[src/rtl/tmr_pkg.sv]
// Shared definitions for the wake-up compare timer: register offsets and field positions.
// Latency: n/a (declarations only).
// Backpressure: n/a (declarations only).
//
// Contents: bus data width, register select encoding (adr[3:2]),
// CTRL bit positions and STATUS bit position.
package tmr_pkg;

  localparam int WB_DW = 32;

  // Register select, taken from byte address bits [3:2].
  typedef enum logic [1:0] {
    ADR_CTRL    = 2'd0,
    ADR_COUNT   = 2'd1,
    ADR_COMPARE = 2'd2,
    ADR_STATUS  = 2'd3
  } tmr_reg_e;

  // CTRL fields
  localparam int CTRL_EN           = 0;
  localparam int CTRL_PERIODIC     = 1;
  localparam int CTRL_IRQ_EN       = 2;
  localparam int CTRL_PRESCALE_LSB = 8;

  // STATUS fields
  localparam int STATUS_MATCH = 0;

endpackage

[src/rtl/wake_timer_wb_if.sv]
// Wishbone-style register bus bundle between a master and the wake-up timer.
// Latency: n/a (wires only).
// Backpressure: none; the slave acks every access one cycle after cyc is seen.
//
// Signals: adr (byte address), dat (write data), we (write enable), cyc (cycle/strobe),
// rdt (read data, valid with ack), ack (single-cycle acknowledge).
interface wake_timer_wb_if;
  import tmr_pkg::*;

  logic [WB_DW-1:0] adr;
  logic [WB_DW-1:0] dat;
  logic             we;
  logic             cyc;
  logic [WB_DW-1:0] rdt;
  logic             ack;

  modport master (
    output adr, dat, we, cyc,
    input  rdt, ack
  );

  modport slave (
    input  adr, dat, we, cyc,
    output rdt, ack
  );

endinterface

[src/rtl/tmr_prescaler.sv]
// Prescaler for the wake-up timer: counts 0..reload and emits a one-cycle tick at the top.
// Latency: tick is combinational from the current count; the count updates on the next clk edge.
// Backpressure: none; en=0 freezes the count, clear restarts it from 0.
//
// Ports: clk, rst (sync, active-high), en (count enable), clear (restart from 0),
// reload (terminal value, 0 = tick every enabled cycle), tick (count == reload while enabled).
module tmr_prescaler #(
  parameter int PRE_W = 8
) (
  input  logic             clk,
  input  logic             rst,
  input  logic             en,
  input  logic             clear,
  input  logic [PRE_W-1:0] reload,
  output logic             tick
);

  logic [PRE_W-1:0] pre;

  // Exact compare: if reload is lowered below the running count while enabled,
  // the count runs on and wraps before it ticks again.
  assign tick = en & (pre == reload);

  always_ff @(posedge clk) begin
    if (rst) begin
      pre <= '0;
    end else if (clear || tick) begin
      pre <= '0;
    end else if (en) begin
      pre <= pre + PRE_W'(1);
    end
  end

endmodule

[src/rtl/wake_timer_wb.sv]
// Bus-mapped compare timer on the always-on clock; raises the wake-up request on compare match.
// Latency: bus ack/rdt one cycle after cyc; match flag and irq register on the tick edge.
// Backpressure: none; every access is acked exactly once, held cyc gives ack every other cycle.
//
// Ports: i_clk (always-on clock), i_rst (sync, active-high), wb_tmr (slave side of the
// register bus: CTRL/COUNT/COMPARE/STATUS at adr[3:2]), o_timer_irq (registered MATCH & IRQ_EN).
module wake_timer_wb
  import tmr_pkg::*;
#(
  parameter int CNT_W = 32,
  parameter int PRE_W = 8
) (
  input  logic            i_clk,
  input  logic            i_rst,
  wake_timer_wb_if.slave  wb_tmr,
  output logic            o_timer_irq
);

  // Register state
  logic             en_q, periodic_q, irq_en_q, match_q, irq_q;
  logic [PRE_W-1:0] prescale_q;
  logic [CNT_W-1:0] count_q, compare_q;

  // Bus state
  logic             ack_q;
  logic [WB_DW-1:0] rdt_q;

  // Next-state values
  logic             en_n, periodic_n, irq_en_n, match_n;
  logic [PRE_W-1:0] prescale_n;
  logic [CNT_W-1:0] count_n, compare_n;

  // Decode
  logic     acc, wr;
  logic     wr_ctrl, wr_count, wr_compare, wr_status;
  tmr_reg_e sel;
  logic     tick, hit;
  logic [WB_DW-1:0] rd_dat;

  // Address bits outside [3:2] are don't-care.
  logic unused_adr;
  assign unused_adr = ^{wb_tmr.adr[WB_DW-1:4], wb_tmr.adr[1:0]};

  // An access is taken on the cycle cyc is seen with no ack outstanding.
  assign acc = wb_tmr.cyc & ~ack_q;
  assign wr  = acc & wb_tmr.we;
  assign sel = tmr_reg_e'(wb_tmr.adr[3:2]);

  assign wr_ctrl    = wr & (sel == ADR_CTRL);
  assign wr_count   = wr & (sel == ADR_COUNT);
  assign wr_compare = wr & (sel == ADR_COMPARE);
  assign wr_status  = wr & (sel == ADR_STATUS);

  // A COUNT write also restarts the prescale interval.
  tmr_prescaler #(
    .PRE_W (PRE_W)
  ) u_prescaler (
    .clk    (i_clk),
    .rst    (i_rst),
    .en     (en_q),
    .clear  (wr_count),
    .reload (prescale_q),
    .tick   (tick)
  );

  // Match is judged against the compare value held before this cycle's writes.
  assign hit = (count_q == compare_q);

  always_comb begin
    en_n       = en_q;
    periodic_n = periodic_q;
    irq_en_n   = irq_en_q;
    prescale_n = prescale_q;
    count_n    = count_q;
    compare_n  = compare_q;
    match_n    = match_q;

    if (wr_ctrl) begin
      en_n       = wb_tmr.dat[CTRL_EN];
      periodic_n = wb_tmr.dat[CTRL_PERIODIC];
      irq_en_n   = wb_tmr.dat[CTRL_IRQ_EN];
      prescale_n = wb_tmr.dat[CTRL_PRESCALE_LSB +: PRE_W];
    end

    if (wr_compare) begin
      compare_n = wb_tmr.dat[CNT_W-1:0];
    end

    // Clear first so a match in the same cycle sets it again.
    if (wr_status && wb_tmr.dat[STATUS_MATCH]) begin
      match_n = 1'b0;
    end

    if (wr_count) begin
      // Software load beats the tick; no match is evaluated this cycle.
      count_n = wb_tmr.dat[CNT_W-1:0];
    end else if (tick) begin
      if (hit) begin
        match_n = 1'b1;
        if (periodic_q) begin
          count_n = '0;
        end else begin
          count_n = count_q + CNT_W'(1);
          // One-shot stop overrides a CTRL write landing on the same cycle.
          en_n    = 1'b0;
        end
      end else begin
        count_n = count_q + CNT_W'(1);
      end
    end
  end

  // Read mux; unused bits read 0.
  always_comb begin
    rd_dat = '0;
    unique case (sel)
      ADR_CTRL: begin
        rd_dat[CTRL_EN]                          = en_q;
        rd_dat[CTRL_PERIODIC]                    = periodic_q;
        rd_dat[CTRL_IRQ_EN]                      = irq_en_q;
        rd_dat[CTRL_PRESCALE_LSB +: PRE_W]       = prescale_q;
      end
      ADR_COUNT:   rd_dat = WB_DW'(count_q);
      ADR_COMPARE: rd_dat = WB_DW'(compare_q);
      ADR_STATUS:  rd_dat[STATUS_MATCH] = match_q;
      default:     rd_dat = '0;
    endcase
  end

  always_ff @(posedge i_clk) begin
    if (i_rst) begin
      en_q       <= 1'b0;
      periodic_q <= 1'b0;
      irq_en_q   <= 1'b0;
      prescale_q <= '0;
      count_q    <= '0;
      compare_q  <= '0;
      match_q    <= 1'b0;
      irq_q      <= 1'b0;
      ack_q      <= 1'b0;
      rdt_q      <= '0;
    end else begin
      en_q       <= en_n;
      periodic_q <= periodic_n;
      irq_en_q   <= irq_en_n;
      prescale_q <= prescale_n;
      count_q    <= count_n;
      compare_q  <= compare_n;
      match_q    <= match_n;
      irq_q      <= match_n & irq_en_n;
      ack_q      <= wb_tmr.cyc & ~ack_q;
      // Read data is captured with the access and held until the next one.
      if (acc) begin
        rdt_q <= rd_dat;
      end
    end
  end

  assign wb_tmr.ack  = ack_q;
  assign wb_tmr.rdt  = rdt_q;
  assign o_timer_irq = irq_q;

endmodule

[src/flat_wrapper.sv]
// flat-port wrapper written by rule: the top's interface ports become plain ports
module wake_timer_wb_flat import tmr_pkg::*;
#(
  parameter int CNT_W = 32,
  parameter int PRE_W = 8
)
  (i_clk, i_rst, o_timer_irq, wb_tmr_adr, wb_tmr_dat, wb_tmr_we, wb_tmr_cyc, wb_tmr_rdt, wb_tmr_ack);
  wake_timer_wb_if wb_tmr_i ();
  input  logic i_clk;
  input  logic i_rst;
  output logic o_timer_irq;
  input wire logic [$bits(wb_tmr_i.adr)-1:0] wb_tmr_adr;
  input wire logic [$bits(wb_tmr_i.dat)-1:0] wb_tmr_dat;
  input wire logic [$bits(wb_tmr_i.we)-1:0] wb_tmr_we;
  input wire logic [$bits(wb_tmr_i.cyc)-1:0] wb_tmr_cyc;
  output wire logic [$bits(wb_tmr_i.rdt)-1:0] wb_tmr_rdt;
  output wire logic [$bits(wb_tmr_i.ack)-1:0] wb_tmr_ack;
  assign wb_tmr_i.adr = wb_tmr_adr;
  assign wb_tmr_i.dat = wb_tmr_dat;
  assign wb_tmr_i.we = wb_tmr_we;
  assign wb_tmr_i.cyc = wb_tmr_cyc;
  assign wb_tmr_rdt = wb_tmr_i.rdt;
  assign wb_tmr_ack = wb_tmr_i.ack;
  wake_timer_wb #(.CNT_W(CNT_W), .PRE_W(PRE_W)) u_core (.i_clk(i_clk), .i_rst(i_rst), .wb_tmr(wb_tmr_i), .o_timer_irq(o_timer_irq));
endmodule
[config.mk]
export PLATFORM = sky130hd
export DESIGN_NAME = wake_timer_wb_flat
export DESIGN_NICKNAME = d
export VERILOG_FILES = /design/src/rtl/tmr_pkg.sv /design/src/rtl/wake_timer_wb_if.sv /design/src/rtl/tmr_prescaler.sv /design/src/rtl/wake_timer_wb.sv /design/src/flat_wrapper.sv
export SDC_FILE = /design/constraint.sdc
export NUM_CORES = 1
export LEC_CHECK = 0
export ABC_AREA = 1
export CAP_MARGIN = 20
export CORE_MARGIN = 2
export CORE_UTILIZATION = 50
export DETAILED_ROUTE_END_ITERATION = 8
export GPL_ROUTABILITY_DRIVEN = 0
export GPL_TIMING_DRIVEN = 0
export PLACE_DENSITY = 0.75
export RECOVER_POWER = 50
export SYNTH_ARGS = -nofsm -noshare
export SYNTH_HDL_FRONTEND = slang
export SYNTH_SLANG_ARGS = --single-unit
[constraint.sdc]
create_clock -name i_clk -period 4.5 [get_ports i_clk]
set_input_delay 0.45 -clock i_clk [delete_from_list [all_inputs] [get_ports i_clk]]
set_output_delay 0.45 -clock i_clk [all_outputs]
set_load 0.02 [all_outputs]
==> results of run 1 <==
## worst paths after layout
path              cells past startpoint  slack [ps]                 startpoint                     to
setup / recovery                      9        1670              wb_tmr_adr[3]     u_core.count_q[20]
hold / removal                        2         460      u_core.wb_tmr.rdt[19]  u_core.wb_tmr.rdt[19]
setup reg to reg                      9        1920  u_core.u_prescaler.pre[0]     u_core.count_q[20]
hold reg to reg                       2         460      u_core.wb_tmr.rdt[19]  u_core.wb_tmr.rdt[19]
## synth_stat cells, types with 6 or more instances
cell and count:
nand3_1 47, o21ai_0 65, clkbuf_1 25, inv_1 111, nand3_2 6, nor2_2 6
buf_6 6, dfxtp_1 118, inv_2 6, nand4_1 13, xnor2_1 21, nand2_1 270
nor2_1 46, ha_1 8, xor2_1 24, o22ai_1 22, a21oi_1 111, nor3_1 13
## cells by family after synthesis
kind of cell	count (synthesis)
simple gates	415
fa+ha+maj	8
compound gates	210
flops	118
buf+inv	165
xor+xnor	45
## worst reg2reg max path, stage by stage, from the launching register on
cell      delay (ps)
dfxtp_1          400
inv_1            100
nand2_1           70
nand3_1           80
nor3_2           180
nand3_2          140
nor2_1           650
clkbuf_1         550
nand3_1          180
a21oi_1          170
## registers in the layout, indices dropped and copies added (netlist names)
signal	cells
u_core.u_prescaler.pre	8
u_core.periodic_q	1
u_core.prescale_q	8
u_core.en_q	1
u_core.irq_en_q	1
u_core.compare_q	32
u_core.match_q	1
u_core.wb_tmr.ack	1
u_core.count_q	32
u_core.wb_tmr.rdt	32
u_core.o_timer_irq	1
## metrics by stage
step                      std cells  hold slack, ps
after floorplan                 961           450.5
after global placement         1204           452.3
after detailed placement       1204           456.0
after CTS                      1235           463.9
after global routing           1235           474.1
final                          1235           459.1
## power by group through the flow
stage          Sequential, W  Clock [W]  Combinational, W
2_1_floorplan        0.00110          0          0.000141
3_3_place_gp         0.00111          0          0.000246
3_5_place_dp         0.00111          0          0.000249
4_1_cts              0.00108    0.00122          0.000251
5_1_grt              0.00109    0.00128          0.000275
6_report             0.00108    0.00122          0.000254
## final cells by class
type | instances | area [sq um]
plain buffers | 44 | 229.0
well taps | 172 | 215.2
inverters | 121 | 454.2
flip-flops and latches | 118 | 2362
clock inverters | 4 | 20.02
multi-input cells | 678 | 3376
clock buffers | 27 | 503.0
fillers | 1209 | 4750
repair buffers | 71 | 710.7
## per-layer routing
metal / wire, microns / vias to the layer above
met1: 9039 / 3132
met4: 570 / 0
met2: 9002 / 339
li1: - / 3294
met3: 1887 / 45
met5: 0 / -
==> flow_metrics.env, run 1 <==
export IMPL_hold_path_class="reg -> reg"
export IMPL_row_count=41
export IMPL_final_util_pct=62.36
export IMPL_final_area_sq_um=7870
export IMPL_dieArea_sq_um=13830
export IMPL_leakagePower_nw=2.906
export IMPL_use_met3_pct=6.880
export IMPL_synthTopCellsByArea="dfxtp_1 (37%), nand2_1 (16%), a21oi_1 (8.6%)"
export IMPL_drtPass1Iterations=6
export IMPL_synth_area_sq_um=6451
export IMPL_synth_top_family_by_area="simple AND/OR/NAND/NOR gates"
export IMPL_yosys_area_top_type="dfxtp_1"
export IMPL_htree_levels=4
export IMPL_combinationalPowerShare_pct=9.9
export IMPL_grt_antenna_before_repair=0
export IMPL_synthesis_nets=1037
export IMPL_async_flop_share_pct=0
export IMPL_syn_to_final_growth_pct=21.99
export IMPL_die_x_microns=117.6
export IMPL_ys_flop_type="dfxtp_1"
export IMPL_met2_usage_pct=45.83
export IMPL_initial_core_util_pct=51.12
export IMPL_pre_cts_ws_ps=1517
export IMPL_yosys_area_share_simple_pct=27.64
export IMPL_grt_pass1_vias=6181
export IMPL_start_kind="input port"
export IMPL_synth_compound_area_share_pct=17.34
export IMPL_io_buffer_count=71
export IMPL_core_area_sq_um=12620
export IMPL_clk_pin_slew_ps=50
export IMPL_finClkSkew_ps=10.31
export IMPL_synth_edff_count=0
export IMPL_power_density_nw_per_um2=325.0
export IMPL_cts_tree="yes"
export IMPL_worstMarginPinSlew_ps=846.2
export IMPL_cp_slowest_stage_delay_ps=670
export IMPL_p_int_w=0.001909
export IMPL_worstPathCellList="clkdlybuf4s50_1 > inv_1 > ha_1 > inv_1 > nor2_1 > nor2_1 > clkbuf_1 > nand3_1 > a21oi_1"
export IMPL_critPathTopFamily="buffers and inverters"
export IMPL_ys_warn_count=0
export IMPL_cts_buffers_inserted=17
export IMPL_drive_gt1_share_pct=6.115
export IMPL_synthAdderAreaFrac_pct=1.552
export IMPL_grt_usage_pct=29.91
export IMPL_cts_sinks=118
export IMPL_layout_commonest_cell="nand2_1"
export IMPL_swShare_pct=25.36
export IMPL_avgViaCountPerCell=5.514
export IMPL_wl_per_cell_microns=16.60
export IMPL_busiest_layer="met2"
export IMPL_synth_cell_types=34
export IMPL_setup_viol_count_final=0
export IMPL_ant_nets=0
export IMPL_outcome="completed"
export IMPL_pwr_share_clk_pct=47.7
export IMPL_clk_latency_ps=430
export IMPL_fin_crit_ps=2827
export IMPL_drt_wl_total_microns=20500
export IMPL_die_h_microns=117.6
export IMPL_cpMaxStageDelayCell="nor2_1"
export IMPL_cts_root_buffer_cell="clkbuf_16"
export IMPL_fin_ws_ps=1673
export IMPL_grt_pass1_wl_microns=32420
export IMPL_drtIter0Drc=814
export IMPL_slew_headroom_pct=43.38
export IMPL_clock_path_buffers=2
export IMPL_cts_resized=0
export IMPL_path_buf_inv=4
export IMPL_grt_max_degree=17
export IMPL_met1_usage_pct=40.74
export IMPL_power_total_w=0.002558
export IMPL_post_dp_hpwl_microns=15270
export IMPL_max_clock_freq_ghz=0.3538
export IMPL_crit_fanout=10
export IMPL_muxShareOfSynthArea_pct=0
export IMPL_sequentialPowerShare_pct=42.4
export IMPL_synth_top_area_share_pct=36.62
export IMPL_synth_seq_cells=118
export IMPL_grt_setup_unrepaired="no"
export IMPL_tns_ps=0
export IMPL_overflow=0
export IMPL_seq_area_frac_synth_pct=36.62
export IMPL_critical_path_class="in -> reg"
export IMPL_finalCritPeriodShare_pct=62.82
export IMPL_hold_buffers=0
export IMPL_switchingPower_w=0.0006485
export IMPL_synthXorXnorAreaFrac_pct=6.109
export IMPL_num_vias=6810
export IMPL_slew_viol_final=0
export IMPL_drc_errors=0
export IMPL_vdd_ir_drop_max_uv=255.4
export IMPL_finalHoldViolCount=0
export IMPL_layout_nets=1127
export IMPL_crit_path_end_kind="register"
export IMPL_final_cell_mix="nand2_1 (271), dfxtp_1 (118), inv_1 (111), a21oi_1 (111), o21ai_0 (65)"
export IMPL_cp_required_ps=4850
export IMPL_maxCapViolCount=0
export IMPL_syn_area_per_cell_sq_um=6.713
export IMPL_place_area_sq_um=7377
export IMPL_diodes=0
export IMPL_cts_setup_buffers=0
export IMPL_io_pins=102
export IMPL_cp_arrival_ps=3180
export IMPL_syn_inst=961
(Power assumes the default switching activity.)
==> run 2, diff against run 1 <==
- CORE_UTILIZATION: 50 -> 49
- PLACE_DENSITY: 0.75 -> 0.77
- clock period: 4.5 -> 2.3 ns (I/O delays scaled with it)
==> run 2 against run 1 <==
Effect of this change:
- die area is 2.0% higher
- flip-flop and latch count stayed put
- hold slack worse by 2.2 ps
- register-to-register slack worse by 1800 ps
- critical path depth stayed put
==> flow_metrics.env, run 2 (synthesis results as in run 1) <==
export IMPL_outcome="completed"
export IMPL_met2_usage_pct=43.89
export IMPL_hold_buffers=0
export IMPL_die_x_microns=118.7
export IMPL_cpMaxStageDelayCell="clkdlybuf4s50_1"
export IMPL_htree_levels=4
export IMPL_slew_headroom_pct=53.81
export IMPL_core_area_sq_um=12720
export IMPL_cts_root_buffer_cell="clkbuf_16"
export IMPL_final_cell_mix="nand2_1 (271), dfxtp_1 (118), inv_1 (111), a21oi_1 (111), o21ai_0 (65)"
export IMPL_power_density_nw_per_um2=639.1
export IMPL_layout_cells_non_filler=1235
export IMPL_busiest_layer="met2"
export IMPL_grt_setup_unrepaired="no"
export IMPL_io_buffer_count=71
export IMPL_finClkSkew_ps=8.319
export IMPL_drt_wl_total_microns=20560
export IMPL_maxCapViolCount=0
export IMPL_clk_pin_slew_ps=50
export IMPL_cts_buffers_inserted=17
export IMPL_grt_max_degree=17
export IMPL_syn_to_final_growth_pct=22.42
export IMPL_cts_sinks=118
export IMPL_io_pins=102
export IMPL_dp_cells=1204
export IMPL_clk_latency_ps=430
export IMPL_clock_path_buffers=2
export IMPL_ant_nets=0
export IMPL_use_met3_pct=8.253
export IMPL_drive_gt1_share_pct=7.244
export IMPL_cts_setup_buffers=0
export IMPL_row_count=41
export IMPL_cp_arrival_ps=2500
export IMPL_worstMarginPinSlew_ps=692.9
export IMPL_crit_fanout=10
export IMPL_cp_slowest_stage_delay_ps=540
export IMPL_start_kind="input port"
export IMPL_grt_usage_pct=29.51
export IMPL_hold_ws_ps=457.0
export IMPL_layout_commonest_cell="nand2_1"
export IMPL_finalCritPeriodShare_pct=96.29
export IMPL_cp_required_ps=2590
export IMPL_avgViaCountPerCell=5.466
export IMPL_post_dp_hpwl_microns=15130
export IMPL_met1_usage_pct=38.63
export IMPL_leakagePower_nw=2.926
export IMPL_worstPathCellList="clkdlybuf4s50_1 > inv_1 > ha_1 > inv_1 > clkbuf_1 > clkbuf_2 > o22ai_1 > nand2_1 > a21oi_1"
export IMPL_layout_nets=1127
export IMPL_grt_pass1_vias=6336
export IMPL_initial_core_util_pct=50.71
export IMPL_finalHoldViolCount=0
export IMPL_cpMostUsedCell="inv_1"
export IMPL_dieArea_sq_um=14100
export IMPL_grt_pass1_wl_microns=32430
export IMPL_diodes=0
export IMPL_drtPass1Iterations=5
export IMPL_grt_antenna_before_repair=1
export IMPL_drtIter0Drc=705
export IMPL_fin_crit_ps=2215
export IMPL_num_vias=6751
export IMPL_max_clock_freq_ghz=0.4515
export IMPL_hold_path_class="reg -> reg"
export IMPL_die_h_microns=118.7
export IMPL_cts_tree="yes"
export IMPL_overflow=0
export IMPL_crit_path_end_kind="register"
export IMPL_slew_viol_final=0
export IMPL_vdd_ir_drop_max_uv=469.6
export IMPL_critical_path_class="in -> reg"
export IMPL_setup_viol_count_final=0
export IMPL_drc_errors=0
export IMPL_wl_per_cell_microns=16.65
run 2: critical path, delay by kind of cell:
kind	cells	cell delay [ps]
adders and majority gates	1	250
buffers and inverters	5	1700
and+or+nand+nor	1	90
AOI/OAI and AO/OA	2	210
run 2: what timing repair did:
item,4_1_cts,5_1_grt
endpoints found under the setup margin,1,12
pin swaps,0,0
resized for setup,1,4
run 2: area by class of cell:
type / count / area [sq um]
plain buffers: 44 / 234.0
clock buffers: 21 / 480.5
clock inverters: 10 / 55.05
fillers: 1242 / 4825
inverters: 121 / 454.2
multi-input cells: 678 / 3386
flip-flops and latches: 118 / 2362
well taps: 172 / 215.2
repair buffers: 71 / 710.7
run 2: final timing paths:
path | from | end | slack, ps | depth (start not counted)
setup / recovery | wb_tmr_adr[3] | u_core.wb_tmr.rdt[21] | 90 | 9
hold / removal | u_core.wb_tmr.rdt[9] | u_core.wb_tmr.rdt[9] | 460 | 2
setup reg to reg | u_core.wb_tmr.ack | u_core.compare_q[12] | 160 | 7
hold reg to reg | u_core.wb_tmr.rdt[9] | u_core.wb_tmr.rdt[9] | 460 | 2
run 2: per-layer routing:
metal,vias to the layer above,part of all wire (%)
li1,3292,-
met1,3072,43
met2,319,44
met3,66,9.5
met4,2,3.6
met5,-,0.11
run 2: metrics by stage:
step	cell area (sq um)	total power, W	setup TNS, ps	setup WS [ps]	utilization, %
3_5_place_dp	7377	0.002649	-10240	-456.6	57.99
6_report	7898	0.005047	0	85.37	62.08
3_3_place_gp	7377	0.002643	-8063	-422.7	57.99
5_1_grt	7898	0.005186	0	20.29	62.08
4_1_cts	7914	0.005042	0	151.0	62.21
2_1_floorplan	6451	0.002436	0	727.7	-
run 2: power breakdown:
part	total, W	internal (W)	switching, W
Combinational	0.000498	0.000175	0.000323
Sequential	0.00212	0.00209	0.0000351
Clock	0.00243	0.00146	0.000964
Total	0.00505	0.00372	0.00132
==> run 3, diff against run 2 <==
- SYNTH_HIERARCHICAL: default -> 1
==> run 3 against run 2 <==
Effect of this change:
- final area is 2.4% higher
- clock skew fell by 2.3 ps
- worst setup slack worse by 70 ps
- sequential share of layout area down 0.70 points
- register-to-register slack better by 30 ps
- fmax shrank 3.1%
- global-route usage grew 0.94 points
- critical path depth down 1
- critical path type unchanged
- largest power group unchanged
==> flow_metrics.env, run 3 <==
export IMPL_sequentialPowerShare_pct=37.6
export IMPL_finClkSkew_ps=6.053
export IMPL_async_flop_share_pct=0
export IMPL_hold_buffers=0
export IMPL_cts_buffers_inserted=17
export IMPL_worstMarginPinSlew_ps=699.1
export IMPL_swShare_pct=22.72
export IMPL_clock_path_buffers=2
export IMPL_wl_per_cell_microns=16.66
export IMPL_fin_ws_ps=15.02
export IMPL_dieArea_sq_um=14200
export IMPL_drtIter0Drc=661
export IMPL_grt_pass1_vias=6594
export IMPL_crit_path_end_kind="register"
export IMPL_synthTopCellsByArea="dfxtp_1 (36%), nand2_1 (14%), a21oi_1 (8.3%)"
export IMPL_drt_wl_total_microns=20740
export IMPL_synth_area_sq_um=6499
export IMPL_cts_sinks=118
export IMPL_critical_path_class="in -> reg"
export IMPL_drtPass1Iterations=5
export IMPL_ys_warn_count=6
export IMPL_post_dp_hpwl_microns=15400
export IMPL_synth_edff_count=0
export IMPL_syn_to_final_growth_pct=24.43
export IMPL_synth_cell_types=34
export IMPL_power_density_nw_per_um2=699.1
export IMPL_cts_root_buffer_cell="clkbuf_16"
export IMPL_synth_seq_cells=118
export IMPL_busiest_layer="met2"
export IMPL_grt_antenna_before_repair=0
export IMPL_tns_ps=0
export IMPL_cts_tree="yes"
export IMPL_die_h_microns=119.2
export IMPL_combinationalPowerShare_pct=8.4
export IMPL_grt_pass1_wl_microns=33470
export IMPL_vdd_ir_drop_max_uv=574.0
export IMPL_avgViaCountPerCell=5.516
export IMPL_clk_pin_slew_ps=50
export IMPL_hold_path_class="reg -> reg"
export IMPL_slew_headroom_pct=53.22
export IMPL_drc_errors=0
export IMPL_grt_usage_pct=30.44
export IMPL_grt_setup_unrepaired="no"
export IMPL_cp_arrival_ps=2640
export IMPL_start_kind="input port"
export IMPL_yosysMostFrequentCell="nand2_1"
export IMPL_ys_flop_type="dfxtp_1"
export IMPL_switchingPower_w=0.001285
export IMPL_drive_gt1_share_pct=8.419
export IMPL_met2_usage_pct=47.09
export IMPL_diodes=0
export IMPL_max_clock_freq_ghz=0.4376
export IMPL_finalHoldViolCount=0
export IMPL_p_int_w=0.004369
export IMPL_initial_core_util_pct=49.67
export IMPL_fin_crit_ps=2285
export IMPL_seq_area_frac_synth_pct=36.35
export IMPL_grt_max_degree=17
export IMPL_syn_inst=967
export IMPL_io_buffer_count=71
export IMPL_htree_levels=4
export IMPL_overflow=0
export IMPL_ant_nets=0
export IMPL_slew_viol_final=0
export IMPL_core_area_sq_um=13090
export IMPL_outcome="completed"
export IMPL_layout_commonest_cell="nand2_1"
export IMPL_finalCritPeriodShare_pct=99.35
export IMPL_crit_fanout=10
export IMPL_syn_area_per_cell_sq_um=6.721
export IMPL_layout_nets=1132
export IMPL_cp_required_ps=2650
export IMPL_setup_viol_count_final=0
export IMPL_die_x_microns=119.2
export IMPL_pre_cts_ws_ps=-289.6
export IMPL_use_met3_pct=6.944
export IMPL_synthesis_nets=1042
export IMPL_maxCapViolCount=0
export IMPL_clk_latency_ps=420
export IMPL_io_pins=102
export IMPL_num_vias=6868
export IMPL_synth_top_area_share_pct=36.35
export IMPL_leakagePower_nw=3.006
export IMPL_met1_usage_pct=37.39
export IMPL_final_cell_mix="nand2_1 (245), dfxtp_1 (118), inv_1 (116)"
export IMPL_yosys_area_top_type="dfxtp_1"
export IMPL_pwr_share_clk_pct=54.0
export IMPL_synth_common_cells="nand2_1 (244), dfxtp_1 (118), inv_1 (116)"
export IMPL_row_count=42
export IMPL_reg2reg_slack_ps=190
export IMPL_power_total_w=0.005653
[run 3: logic make-up after synthesis]
logic type | after synthesis | synth area share (%)
xor gates and xnor gates | 48 | 6.469
DFF | 118 | 36.35
adders and majority gates | 7 | 1.348
and+or+nand+nor | 398 | 26.86
AOI/OAI and AO/OA | 214 | 17.67
buffers and inverters | 182 | 11.30
[run 3: path summary, 6_finish.rpt]
path / cells past startpoint / end / start
setup / recovery: 8 / u_core/wb_tmr.rdt[19] / wb_tmr_adr[3]
hold / removal: 2 / u_core/wb_tmr.rdt[20] / u_core/wb_tmr.rdt[20]
setup reg to reg: 11 / u_core/count_q[15] / u_core/en_q
hold reg to reg: 2 / u_core/wb_tmr.rdt[20] / u_core/wb_tmr.rdt[20]
[run 3: power by group through the flow]
| stage | Clock (W) | Combinational [W] | Sequential [W] |
|---|---|---|---|
| after floorplan | 0 | 0.000271 | 0.00216 |
| after global placement | 0 | 0.000463 | 0.00217 |
| after detailed placement | 0 | 0.000466 | 0.00217 |
| after CTS | 0.00307 | 0.000470 | 0.00212 |
| after global routing | 0.00316 | 0.000517 | 0.00213 |
| final | 0.00305 | 0.000474 | 0.00213 |
[run 3: layout make-up]
type / count / area, sq um
buffer: 47 / 227.7
sequential: 118 / 2362
clock inverter: 8 / 193.9
clock buffer: 23 / 478.0
multi-input combinational: 667 / 3387
inverter: 135 / 506.7
fill: 1200 / 4999
tap: 176 / 220.2
timing repair buffer: 71 / 710.7
[run 3: critical path, stage by stage]
cell,delay (ps)
dlygate4sd3_1,610
ha_1,180
clkbuf_1,410
inv_1,230
clkbuf_1,330
o22ai_1,410
nand2_1,110
a21oi_1,130
[run 3: repair_timing]
item / 4_1_cts / 5_1_grt
resized for setup: 0 / 4
setup buffers: 0 / 0
setup endpoints to repair: 0 / 21
[run 3: metrics by stage]
| step | hold slack, ps | util, % | std cells | cell area [sq um] |
|---|---|---|---|---|
| 4_1_cts | 462.5 | 61.91 | 1245 | 8102 |
| 3_3_place_gp | 455.5 | 56.78 | 1214 | 7430 |
| 6_report | 462.6 | 61.80 | 1245 | 8087 |
| 5_1_grt | 479.2 | 61.80 | 1245 | 8087 |
| 2_1_floorplan | 316.6 | - | 967 | 6499 |
| 3_5_place_dp | 457.7 | 56.78 | 1214 | 7430 |
[run 3: layer usage]
| layer | up-vias | part of all wire, % |
|---|---|---|
| met1 | 3137 | 41 |
| met5 | - | 0 |
| met3 | 83 | 8.0 |
| met2 | 338 | 44 |
| met4 | 0 | 6.5 |
| li1 | 3310 | - |
